<file path="config.mk">
export PLATFORM = sky130hd
export DESIGN_NAME = hazard_scoreboard
export DESIGN_NICKNAME = d
export VERILOG_FILES = /design/src/rtl/hazard_scoreboard.sv
export SDC_FILE = /design/constraint.sdc
export NUM_CORES = 1
export LEC_CHECK = 0
export CELL_PAD_IN_SITES_DETAIL_PLACEMENT = 1
export CELL_PAD_IN_SITES_GLOBAL_PLACEMENT = 2
export CORE_MARGIN = 3
export CORE_UTILIZATION = 32
export DETAILED_ROUTE_END_ITERATION = 16
export GPL_TIMING_DRIVEN = 0
export PLACE_DENSITY_LB_ADDON = 0.15
export SLEW_MARGIN = 20
export SYNTH_ARGS = -nofsm -noshare
export SYNTH_HDL_FRONTEND = slang
export SYNTH_SLANG_ARGS = --single-unit
</file>
<file path="constraint.sdc">
create_clock -name clk_i -period 4.65 [get_ports clk_i]
set_input_delay 0.93 -clock clk_i [delete_from_list [all_inputs] [get_ports clk_i]]
set_output_delay 0.93 -clock clk_i [all_outputs]
set_load 0.05 [all_outputs]
</file>
<file path="src/rtl/hazard_scoreboard.sv">
`default_nettype none
// ============================================================================
// hazard_scoreboard: per-register countdown scoreboard driving the ID stall.
// Revision: 1.0
// ============================================================================
module hazard_scoreboard #(
  parameter int REG_AW   = 5,
  parameter int CNT_W    = 3,
  parameter bit ZERO_REG = 1'b1
) (
  input  logic                   clk_i,
  input  logic                   rst_i,
  input  logic                   id_valid_i,
  input  logic [REG_AW-1:0]      id_rs1_i,
  input  logic [REG_AW-1:0]      id_rs2_i,
  input  logic                   id_rs1_used_i,
  input  logic                   id_rs2_used_i,
  input  logic [REG_AW-1:0]      id_rd_i,
  input  logic                   id_regwrite_i,
  input  logic [CNT_W-1:0]       id_lat_i,
  input  logic                   flush_i,
  input  logic                   wb_valid_i,
  input  logic [REG_AW-1:0]      wb_rd_i,
  output logic                   stall_o,
  output logic                   stall_raw_o,
  output logic                   stall_waw_o,
  output logic [(2**REG_AW)-1:0] pending_o
);

  localparam int               c_num_regs = 2**REG_AW;
  localparam logic [CNT_W-1:0] c_lat_unk  = '1;

  logic [CNT_W-1:0] r_cnt [c_num_regs];
  logic [CNT_W-1:0] w_cnt_nxt [c_num_regs];

  logic w_raw1;
  logic w_raw2;
  logic w_waw;
  logic w_go;
  logic w_issue;

  function automatic logic f_tracked(input logic [REG_AW-1:0] a);
    return !(ZERO_REG && (a == '0));
  endfunction

  // All-ones encodes unknown latency, so the unsigned compare treats it as max.
  assign w_raw1 = id_rs1_used_i && f_tracked(id_rs1_i) && (r_cnt[id_rs1_i] != '0);
  assign w_raw2 = id_rs2_used_i && f_tracked(id_rs2_i) && (r_cnt[id_rs2_i] != '0);
  assign w_waw  = id_regwrite_i && f_tracked(id_rd_i) && (r_cnt[id_rd_i] > id_lat_i);

  assign w_go        = id_valid_i && !flush_i;
  assign stall_raw_o = w_go && (w_raw1 || w_raw2);
  assign stall_waw_o = w_go && w_waw;
  assign stall_o     = stall_raw_o || stall_waw_o;

  assign w_issue = w_go && !stall_o && id_regwrite_i && f_tracked(id_rd_i);

  always_comb begin
    for (int r = 0; r < c_num_regs; r++) begin
      w_cnt_nxt[r] = r_cnt[r];
      pending_o[r] = (r_cnt[r] != '0);
      if (ZERO_REG && (r == 0)) begin
        w_cnt_nxt[r] = '0;
      end else if (w_issue && (id_rd_i == REG_AW'(r))) begin
        w_cnt_nxt[r] = id_lat_i;
      end else if (r_cnt[r] == c_lat_unk) begin
        // Unknown-latency entries only leave via an explicit writeback release.
        if (wb_valid_i && (wb_rd_i == REG_AW'(r))) begin
          w_cnt_nxt[r] = '0;
        end
      end else if (r_cnt[r] != '0) begin
        w_cnt_nxt[r] = r_cnt[r] - CNT_W'(1);
      end
    end
  end

  always_ff @(posedge clk_i) begin
    if (rst_i) begin
      for (int r = 0; r < c_num_regs; r++) begin
        r_cnt[r] <= '0;
      end
    end else begin
      for (int r = 0; r < c_num_regs; r++) begin
        r_cnt[r] <= w_cnt_nxt[r];
      end
    end
  end

endmodule
`default_nettype wire

</file>
==> run summary, run 1 <==
Comb pwr share -> 68.6%
Largest family of logic cells by synthesized area -> simple AND/OR/NAND/NOR gates
Main flop type after synthesis -> dfxtp_1
Post-DR wirelength/cell -> 24.0 µm
Synth warnings -> 0
Antenna-violating nets left -> 0
Slew HR -> 29.9%
Area grow syn2layout -> 17.8%
Max Freq -> 0.213 GHz
DIE WIDTH -> 171 µm
RSZ-0062 raised after global routing -> true
Slew Limit Fails -> 0
Nets -> 1269
Commonest cells in the netlist -> nor2_1, dfxtp_1, inv_1, mux2_2, a21oi_1
Yosys top cell area share -> 21.3%
Largest registers -> r_cnt (93)
Final Skew -> 0.0101 ns
Tmin final -> 4.69 ns
Number of synthesized flops with an enable pin -> 0
Mux contribution to synthesized area -> 20.5%
Dpl cells -> 1523
Routed wire length -> 37000 µm
Mapped Area -> 0.00874 mm²
Simple-Gate Fraction of Synth Area -> 25.8%
Sequential group share of total power -> 18.9%
Ranking of synthesized cells by area -> dfxtp_1, mux2_2, nor2_1
Hpwl dp -> 27600 µm
Gate count of the mapped netlist -> 1131
CP Buf/Inv Count -> 4
Leakage -> 4.18 nW
Global-route wire length before repair -> 55400 µm
Final core utilization -> 39.0%
Max stage delay on crit path -> 0.53 ns
CP Class -> input port to output pin
Most common cell in the netlist -> nor2_1
Largest register FFs -> 93
Largest net degree at the start of global routing -> 17
XOR/XNOR Fraction of Synth Area -> 3.00%
Starting Density -> 33.1%
Asr flop ratio synth -> 0%
Worst setup SP type -> input port
Int Pwr -> 3.89 mW
Die height -> 171 µm
Clock share of power -> 12.5%
Design Area, Final -> 0.0103 mm²
Final global-route overflow total -> 0
Sw frac -> 50.0%
Final setup margin -> -0.0412 ns
Final setup fails -> 1
Clk_lat worst skew -> 0.36 ns
N_diodes -> 0
Synth Net Count -> 1196
Worst path slowest cell -> mux4_2
Final Hold Fails -> 0
Crit-path cells -> buf_4, buf_6, buf_6, mux4_2, mux4_2, mux2i_1, ha_1, nor2b_4, o21ai_2, a32oi_4, nor2b_4, or2_1, buf_6
Initial DRC Count -> 786
Clock Path Buffers -> 2
Pre-antenna DRT Iters -> 7
CTS tree -> built
Run status -> finished, violations left
Netlist cell types -> 67
Most Frequent Cell on Critical Path -> buf_6
FP Rows -> 59
Top reg by flops -> r_cnt
Final std cells w/o fill -> 1544
GP Congestion -> 0.945
Failing checks -> negative setup slack
Number of remaining DRC errors -> 0
Vias per Instance -> 5.86
Worst hold-check path type -> flop to flop
Max-cap violations -> 0
Sequential share of the synthesized area -> 21.3%
Yosys top cell by area -> dfxtp_1
Data arrival, critical path -> 3.76 ns
Critical path's top delay family -> multiplexers
CTS buffer count -> 9
Slew @ Worst Pin -> 1.05 ns
Die area -> 0.0293 mm²
GRT Total Usage -> 25.2%
CTS hold repair buffers -> 0
Hold_ws -> 0.714 ns
Core box area -> 0.0264 mm²
Setup crit end kind -> output pin
Critical path data required time -> 3.72 ns
Clock sinks -> 93
Num ports -> 66
Syn avg cell area -> 7.73 µm²
Vias in the first global route -> 8984
Adder-cell share of the synthesized area -> 4.86%
Switching Power -> 3.88 mW
Placed cell area -> 0.00979 mm²
Clock tree root driver cell -> clkbuf_16
Ratio of final minimum period to clock period -> 101%
Synth Area in Compound Gates -> 16.1%
Vias -> 9055
Initial antenna violation count -> 0
VDD IR-drop max -> 0.000452 V
Share of layout cells above drive strength 1 -> 16.7%
PortBufs -> 57
H-tree depth -> 3
Worst-path clk slew -> 0.08 ns
Pwr dens -> 754 mW/mm²
Crit Path Max Fanout -> 10
Yosys reg bits -> 93
cell families (layout without fill, tap and decap cells):
logic type               after synthesis  count (layout)
multiplexers                         131             131
adder cells (fa/ha/maj)               34              34
buffers and inverters                173             251
XOR/XNOR                              30              30
other                                  1               1
AND/OR/NAND/NOR                      447             447
AO/OA/AOI/OAI                        222             222
flip-flops                            93              93
timing repair:
item,in CTS,in global routing
setup endpoints to repair,79,21
gates cloned,0,1
pin swaps,1,4
buffers inserted,1,4
gates resized for setup,36,12
worst register-to-register path: cells and delay by family (launching register included):
kind	cells	cell delay, ns
compound gates	2	0.25
fa+ha+maj	1	0.25
buf+inv	3	0.57
flops	1	0.30
mux	4	1.80
simple gates	3	1.04
stage by stage:
| step | worst slack, ns | power (mW) | setup TNS (ns) |
|---|---|---|---|
| finish | -0.0412 | 7.77 | -0.0412 |
| global route | -0.124 | 8.44 | -0.183 |
| CTS | -0.0800 | 7.74 | -0.0800 |
| detailed placement | -1.60 | 6.72 | -75.53 |
| global placement | -1.57 | 6.62 | -71.88 |
| floorplan | -0.331 | 5.32 | -0.331 |
layout make-up:
cell class / count / area, µm²
Buffer: 100 / 539
Timing Repair Buffer: 63 / 629
Tap cell: 335 / 419
Inverter: 72 / 270
Multi-Input combinational cell: 865 / 6210
Clock inverter: 7 / 145
Clock buffer: 9 / 225
Fill cell: 3197 / 16100
Sequential cell: 93 / 1860
final timing paths:
path | startpoint | end | slack [ns] | cells past startpoint
setup / recovery | id_rd_i[1] | stall_o | -0.04 | 13
hold / removal | r_cnt[11][1] | r_cnt[11][1] | 0.71 | 4
setup reg to reg | r_cnt[24][1] | r_cnt[11][2] | 0.33 | 13
hold reg to reg | r_cnt[11][1] | r_cnt[11][1] | 0.71 | 4
metal layers:
layer  share of wire [%]  up-vias  track usage, %
li1                    -     4236               -
met1                  45     4487            33.6
met2                  45      272            40.8
met3                 6.1       60            4.62
met4                 3.7        0            8.92
met5                   0        -            1.00
power groups by stage:
stage / logic, mW / registers, mW / clock network [mW]
floorplan: 3.96 / 1.36 / 0
global placement: 5.15 / 1.47 / 0
detailed placement: 5.25 / 1.48 / 0
CTS: 5.30 / 1.46 / 0.984
global route: 5.92 / 1.52 / 1.01
finish: 5.33 / 1.47 / 0.970
cell usage in the layout, fill, tap and decap left out, types with 31 or more instances in the layout:
| master | netlist | final |
|---|---|---|
| inv_1 | 72 | 72 |
| a21oi_1 | 64 | 64 |
| clkdlybuf4s50_1 | 0 | 53 |
| mux4_2 | 31 | 31 |
| nor2_1 | 199 | 198 |
| nand2_1 | 49 | 49 |
| dfxtp_1 | 93 | 93 |
| clkbuf_1 | 61 | 59 |
| mux2_2 | 72 | 71 |
| a31oi_1 | 44 | 44 |
| ha_1 | 34 | 33 |
| o21ai_0 | 33 | 32 |
| nor3_1 | 46 | 45 |
Power figures use the tool's default switching activity.
==> run 2, diff against run 1 <==
--- a/config.mk
+++ b/config.mk
@@ -5,14 +5,14 @@
 export SDC_FILE = /design/constraint.sdc
 export NUM_CORES = 1
 export LEC_CHECK = 0
+export CAP_MARGIN = 20
 export CELL_PAD_IN_SITES_DETAIL_PLACEMENT = 1
 export CELL_PAD_IN_SITES_GLOBAL_PLACEMENT = 2
 export CORE_MARGIN = 3
 export CORE_UTILIZATION = 32
 export DETAILED_ROUTE_END_ITERATION = 16
-export GPL_TIMING_DRIVEN = 0
 export PLACE_DENSITY_LB_ADDON = 0.15
-export SLEW_MARGIN = 20
+export SLEW_MARGIN = 10
 export SYNTH_ARGS = -nofsm -noshare
 export SYNTH_HDL_FRONTEND = slang
 export SYNTH_SLANG_ARGS = --single-unit
==> run summary, run 2 (same netlist as run 1, synthesis figures left out) <==
Initial DRC Count -> 568
Final core utilization -> 39.4%
Number of remaining DRC errors -> 0
Largest net degree at the start of global routing -> 54
Most frequent cells in the layout -> nor2_1, dfxtp_1, inv_1, mux2_2, buf_4
Final Hold Fails -> 0
N_diodes -> 0
Switching Power -> 3.80 mW
GRT Total Usage -> 22.8%
Vias per Instance -> 5.81
Int Pwr -> 3.67 mW
Setup crit end kind -> output pin
Initial antenna violation count -> 0
Starting Density -> 33.1%
Ratio of final minimum period to clock period -> 98.4%
Final Skew -> 0.0122 ns
Reg-to-reg endpoint -> r_cnt[15][0]
Die area -> 0.0293 mm²
Clock Path Buffers -> 2
Sequential group share of total power -> 25.2%
Largest register FFs -> 93
R2r setup slk -> 0.85 ns
CTS buffer count -> 9
Leakage -> 4.28 nW
Crit Path Max Fanout -> 5
Clock tree root driver cell -> clkbuf_16
FP Rows -> 59
Core box area -> 0.0264 mm²
CTS tree -> built
VDD IR-drop max -> 0.000407 V
Fin Setup TNS -> 0 ns
Clock share of power -> 10.4%
Multi-input gate area -> 0.00622 mm²
Largest registers -> r_cnt (93)
Hold Path Sink -> r_cnt[3][2]
Final setup margin -> 0.0736 ns
Vias in the first global route -> 8878
Share of layout cells above drive strength 1 -> 19.8%
Filler instances -> 3180
Setup WS pre-CTS -> -0.323 ns
Vias -> 8822
Die height -> 171 µm
Max-cap violations -> 0
Nets -> 1245
Slew @ Worst Pin -> 0.942 ns
Hold_sp -> r_cnt[3][0]
Antenna-violating nets left -> 0
Tmin final -> 4.58 ns
Worst setup SP type -> input port
CTS hold repair buffers -> 0
Post-DR wirelength/cell -> 21.9 µm
Routed wire length -> 33300 µm
Clock sinks -> 93
Clk_lat worst skew -> 0.36 ns
Top reg by flops -> r_cnt
Slew Limit Fails -> 0
Final setup fails -> 0
Run status -> finished clean
R2R depth -> 12
Worst hold-check path type -> flop to flop
Pwr dens -> 717 mW/mm²
Worst-path clk slew -> 0.07 ns
PortBufs -> 64
RSZ-0062 raised after global routing -> false
Max Freq -> 0.219 GHz
Num ports -> 66
Area grow syn2layout -> 19.1%
R2R Path Start -> r_cnt[28][1]
CP Class -> input port to output pin
Critical path data required time -> 3.72 ns
Pre-antenna DRT Iters -> 5
Register area -> 0.00186 mm²
Sw frac -> 50.8%
GP Congestion -> 0.920
Global-route wire length before repair -> 52100 µm
Final global-route overflow total -> 0
DIE WIDTH -> 171 µm
Data arrival, critical path -> 3.65 ns
H-tree depth -> 3
Hold Crit Depth -> 3
Dpl cells -> 1496
Comb pwr share -> 64.4%
Hpwl dp -> 25100 µm
Commonest non-fill, non-tap cell in the layout -> nor2_1
Final std cells w/o fill -> 1519
Slew HR -> 37.1%
## run 2: changes by cell type in the layout (fill, tap and decap cells not counted), moves of 2 or more
cell,change
clkdlybuf4s50_1,+5
buf_12,+5
buf_4,+58
nor2b_1,-2
clkbuf_2,-3
bufinv_16,-3
buf_2,-20
buf_16,+2
buf_6,-10
clkinvlp_4,+3
clkbuf_1,-59
nor2b_4,+2
## run 2: worst max path at each step
stage,start,to,slack [ns],depth (start not counted)
floorplan,id_rd_i[0],stall_o,-0.33,11
global placement,id_rd_i[1],stall_o,-0.32,12
detailed placement,id_rd_i[1],stall_o,-0.32,12
CTS,id_rd_i[0],stall_o,0.002,12
global route,id_rd_i[0],stall_o,0.006,12
finish,id_rd_i[0],stall_o,0.07,12
## run 2: through the flow
step	hold WS, ns	power, mW	cell area (µm²)
2_1_floorplan	0.607	5.32	8800
3_3_place_gp	0.698	6.60	9950
3_5_place_dp	0.698	6.67	9950
4_1_cts	0.713	7.48	10300
5_1_grt	0.749	8.14	10400
6_report	0.707	7.47	10400
## run 2: per-layer routing
metal | track usage (%) | share of wire (%) | vias to the layer above
met3 | 3.08 | 4.3 | 37
met4 | 5.84 | 2.2 | 0
met2 | 37.7 | 46 | 219
met1 | 31.6 | 47 | 4370
li1 | - | - | 4196
met5 | 0 | 0 | -
## run 2: layout make-up
type	count	share of cell area, %
clock buffers	9	2.16
clock inverters	6	0.673
inverters	72	2.59
multi-input cells	865	59.7
flip-flops and latches	93	17.9
well taps	335	4.02
repair buffers	139	13.0
## run 2: critical path, cell delays in order
cell and delay [ns]:
buf_12 0.11, buf_12 0.13, mux4_2 0.52, mux4_2 0.49, mux2_4 0.29, ha_4 0.27
nor2b_4 0.13, o21ai_2 0.06, a32oi_2 0.21, nor2b_4 0.20, or2_1 0.15, buf_12 0.14
## run 2: repair_timing
action                                  in CTS  in global routing
pin swaps                                    2                  4
buffers inserted                             2                  2
gates resized for setup                      6                 11
endpoints found under the setup margin       2                  2
cloned                                       2                  2
## run 2: power groups by stage
| stage | combinational (mW) | sequential, mW | clock [mW] |
|---|---|---|---|
| floorplan | 3.96 | 1.36 | 0 |
| global route | 5.37 | 1.94 | 0.823 |
| finish | 4.81 | 1.88 | 0.780 |
| detailed placement | 4.79 | 1.88 | 0 |
| CTS | 4.82 | 1.86 | 0.800 |
| global placement | 4.71 | 1.90 | 0 |
==> run 3, diff against run 2 <==
--- a/config.mk
+++ b/config.mk
@@ -8,10 +8,11 @@
 export CAP_MARGIN = 20
 export CELL_PAD_IN_SITES_DETAIL_PLACEMENT = 1
 export CELL_PAD_IN_SITES_GLOBAL_PLACEMENT = 2
+export CORE_ASPECT_RATIO = 1.5
 export CORE_MARGIN = 3
 export CORE_UTILIZATION = 32
 export DETAILED_ROUTE_END_ITERATION = 16
-export PLACE_DENSITY_LB_ADDON = 0.15
+export PLACE_DENSITY = 0.78
 export SLEW_MARGIN = 10
 export SYNTH_ARGS = -nofsm -noshare
 export SYNTH_HDL_FRONTEND = slang
==> run summary, run 3 (same netlist as run 1, synthesis figures left out) <==
Run status -> finished clean
Data arrival, critical path -> 3.63 ns
Routed wire length -> 33600 µm
R2r setup slk -> 0.73 ns
Final global-route overflow total -> 0
Final setup margin -> 0.0906 ns
Worst path slowest cell -> mux4_2
Post-DR wirelength/cell -> 22.2 µm
Critical path's top delay family -> multiplexers
Worst setup SP type -> input port
Reg-to-reg endpoint -> r_cnt[15][1]
Vias per Instance -> 5.91
Die area -> 0.0294 mm²
Clk_lat worst skew -> 0.36 ns
CP startpoint -> id_rd_i[0]
Slew Limit Fails -> 0
Filler instances -> 3240
Final core utilization -> 38.8%
DIE WIDTH -> 141 µm
CTS tree -> built
Leakage -> 4.24 nW
Most Frequent Cell on Critical Path -> mux4_2
Number of remaining DRC errors -> 0
Largest net degree at the start of global routing -> 60
Clock tree root driver cell -> clkbuf_16
Initial antenna violation count -> 0
Design Area, Final -> 0.0103 mm²
Vias -> 8957
CTS buffer count -> 9
Final std cells w/o fill -> 1515
H-tree depth -> 3
Largest registers -> r_cnt (93)
Num ports -> 66
Share of layout cells above drive strength 1 -> 19.5%
Clock Path Buffers -> 2
Hpwl dp -> 26200 µm
Starting Density -> 32.8%
Max-cap violations -> 0
Nets -> 1238
Critical path data required time -> 3.72 ns
Initial DRC Count -> 618
Vias in the first global route -> 9102
N_diodes -> 0
R2R depth -> 13
Commonest non-fill, non-tap cell in the layout -> nor2_1
Crit path capture -> stall_o
Hold_ws -> 0.689 ns
Critical path depth -> 11
Max Freq -> 0.219 GHz
Core box area -> 0.0267 mm²
Top reg by flops -> r_cnt
Area grow syn2layout -> 18.2%
Slew HR -> 37.1%
Antenna-violating nets left -> 0
FP Rows -> 73
CP Class -> input port to output pin
Largest register FFs -> 93
Die height -> 208 µm
Max stage delay on crit path -> 0.50 ns
R2R Path Start -> r_cnt[23][1]
Dpl cells -> 1498
Crit-path cells -> buf_8, buf_4, mux4_2, mux4_2, mux2_2, ha_1, o21ai_1, a32oi_2, nor2b_4, or2_4, buf_12
Slew @ Worst Pin -> 0.942 ns
Crit Path Max Fanout -> 15
Clock sinks -> 93
Final Skew -> 0.00850 ns
GRT Total Usage -> 22.7%
Final setup fails -> 0
Global-route wire length before repair -> 52400 µm
Ratio of final minimum period to clock period -> 98.1%
Pre-antenna DRT Iters -> 5
Worst-path clk slew -> 0.06 ns
Worst hold-check path type -> flop to flop
RSZ-0062 raised after global routing -> false
CTS hold repair buffers -> 0
Setup crit end kind -> output pin
Pwr dens -> 744 mW/mm²
PortBufs -> 64
Setup WS pre-CTS -> -0.333 ns
Tmin final -> 4.56 ns
VDD IR-drop max -> 0.000425 V
Placed cell area -> 0.00994 mm²
CP Buf/Inv Count -> 3
Most frequent cells in the layout -> nor2_1, dfxtp_1, inv_1, mux2_2, buf_4
GP Congestion -> 1.01
Final Hold Fails -> 0
-- run 3: cell count changes in the layout (fill, tap and decap cells not counted), sizes merged --
| cell | before | now |
|---|---|---|
| buf | 79 | 74 |
| bufinv | 1 | 4 |
| clkinvlp | 3 | 0 |
| clkinv | 0 | 2 |
| inv | 74 | 72 |
| clkbuf | 11 | 10 |
-- run 3: worst min-delay path by stage --
stage / startpoint / to / slack, ns / cells after the start
after floorplan: r_cnt[14][1] / r_cnt[14][1] / 0.61 / 3
after global placement: r_cnt[7][0] / r_cnt[7][0] / 0.69 / 2
after detailed placement: r_cnt[7][0] / r_cnt[7][0] / 0.69 / 2
after CTS: r_cnt[7][0] / r_cnt[7][0] / 0.70 / 2
after global routing: r_cnt[7][0] / r_cnt[7][0] / 0.75 / 2
final: r_cnt[7][0] / r_cnt[7][0] / 0.69 / 2
-- run 3: routing by layer --
metal	vias to the layer above	share of wire (%)	global-route usage, %
li1	4166	-	-
met1	4455	38	25.2
met2	252	53	42.1
met3	84	3.9	3.04
met4	0	5.1	10.5
met5	-	0	0
-- run 3: repair_timing --
action | 4_1_cts | 5_1_grt
buffers inserted | 0 | 1
setup endpoints to repair | 2 | 2
gates resized for setup | 8 | 4
pin swaps | 2 | 4
-- run 3: report_power, final --
group / total (mW) / internal, mW / switching [mW]
registers: 1.96 / 1.14 / 0.818
clock network: 0.934 / 0.595 / 0.339
logic: 4.79 / 2.10 / 2.70
-- run 3: cell type report --
| class | count | area (µm²) | share of cell area (%) |
|---|---|---|---|
| inverter | 72 | 270 | 2.61 |
| multi-input combinational | 865 | 6220 | 60.1 |
| clock inverter | 6 | 134 | 1.30 |
| tap | 337 | 422 | 4.08 |
| clock buffer | 10 | 239 | 2.31 |
| sequential | 93 | 1860 | 18.0 |
| timing repair buffer | 132 | 1190 | 11.6 |
-- run 3: stage by stage --
stage	setup TNS (ns)	power (mW)
6_report	0	7.69
5_1_grt	0	8.32
4_1_cts	0	7.70
3_5_place_dp	-6.10	6.73
3_3_place_gp	-4.29	6.60
2_1_floorplan	-0.331	5.32
-- run 3: worst reg2reg max path, cell delays in order (launching register included) --
cell and delay, ns:
dfxtp_1 0.44, mux4_2 0.53, mux4_2 0.47, mux2_4 0.29
ha_4 0.24, nor2b_2 0.14, o21ai_1 0.15, a32oi_2 0.09
buf_4 0.15, buf_4 0.15, or2_2 0.39, nor3_1 0.24
nand3_1 0.17, mux2_2 0.33
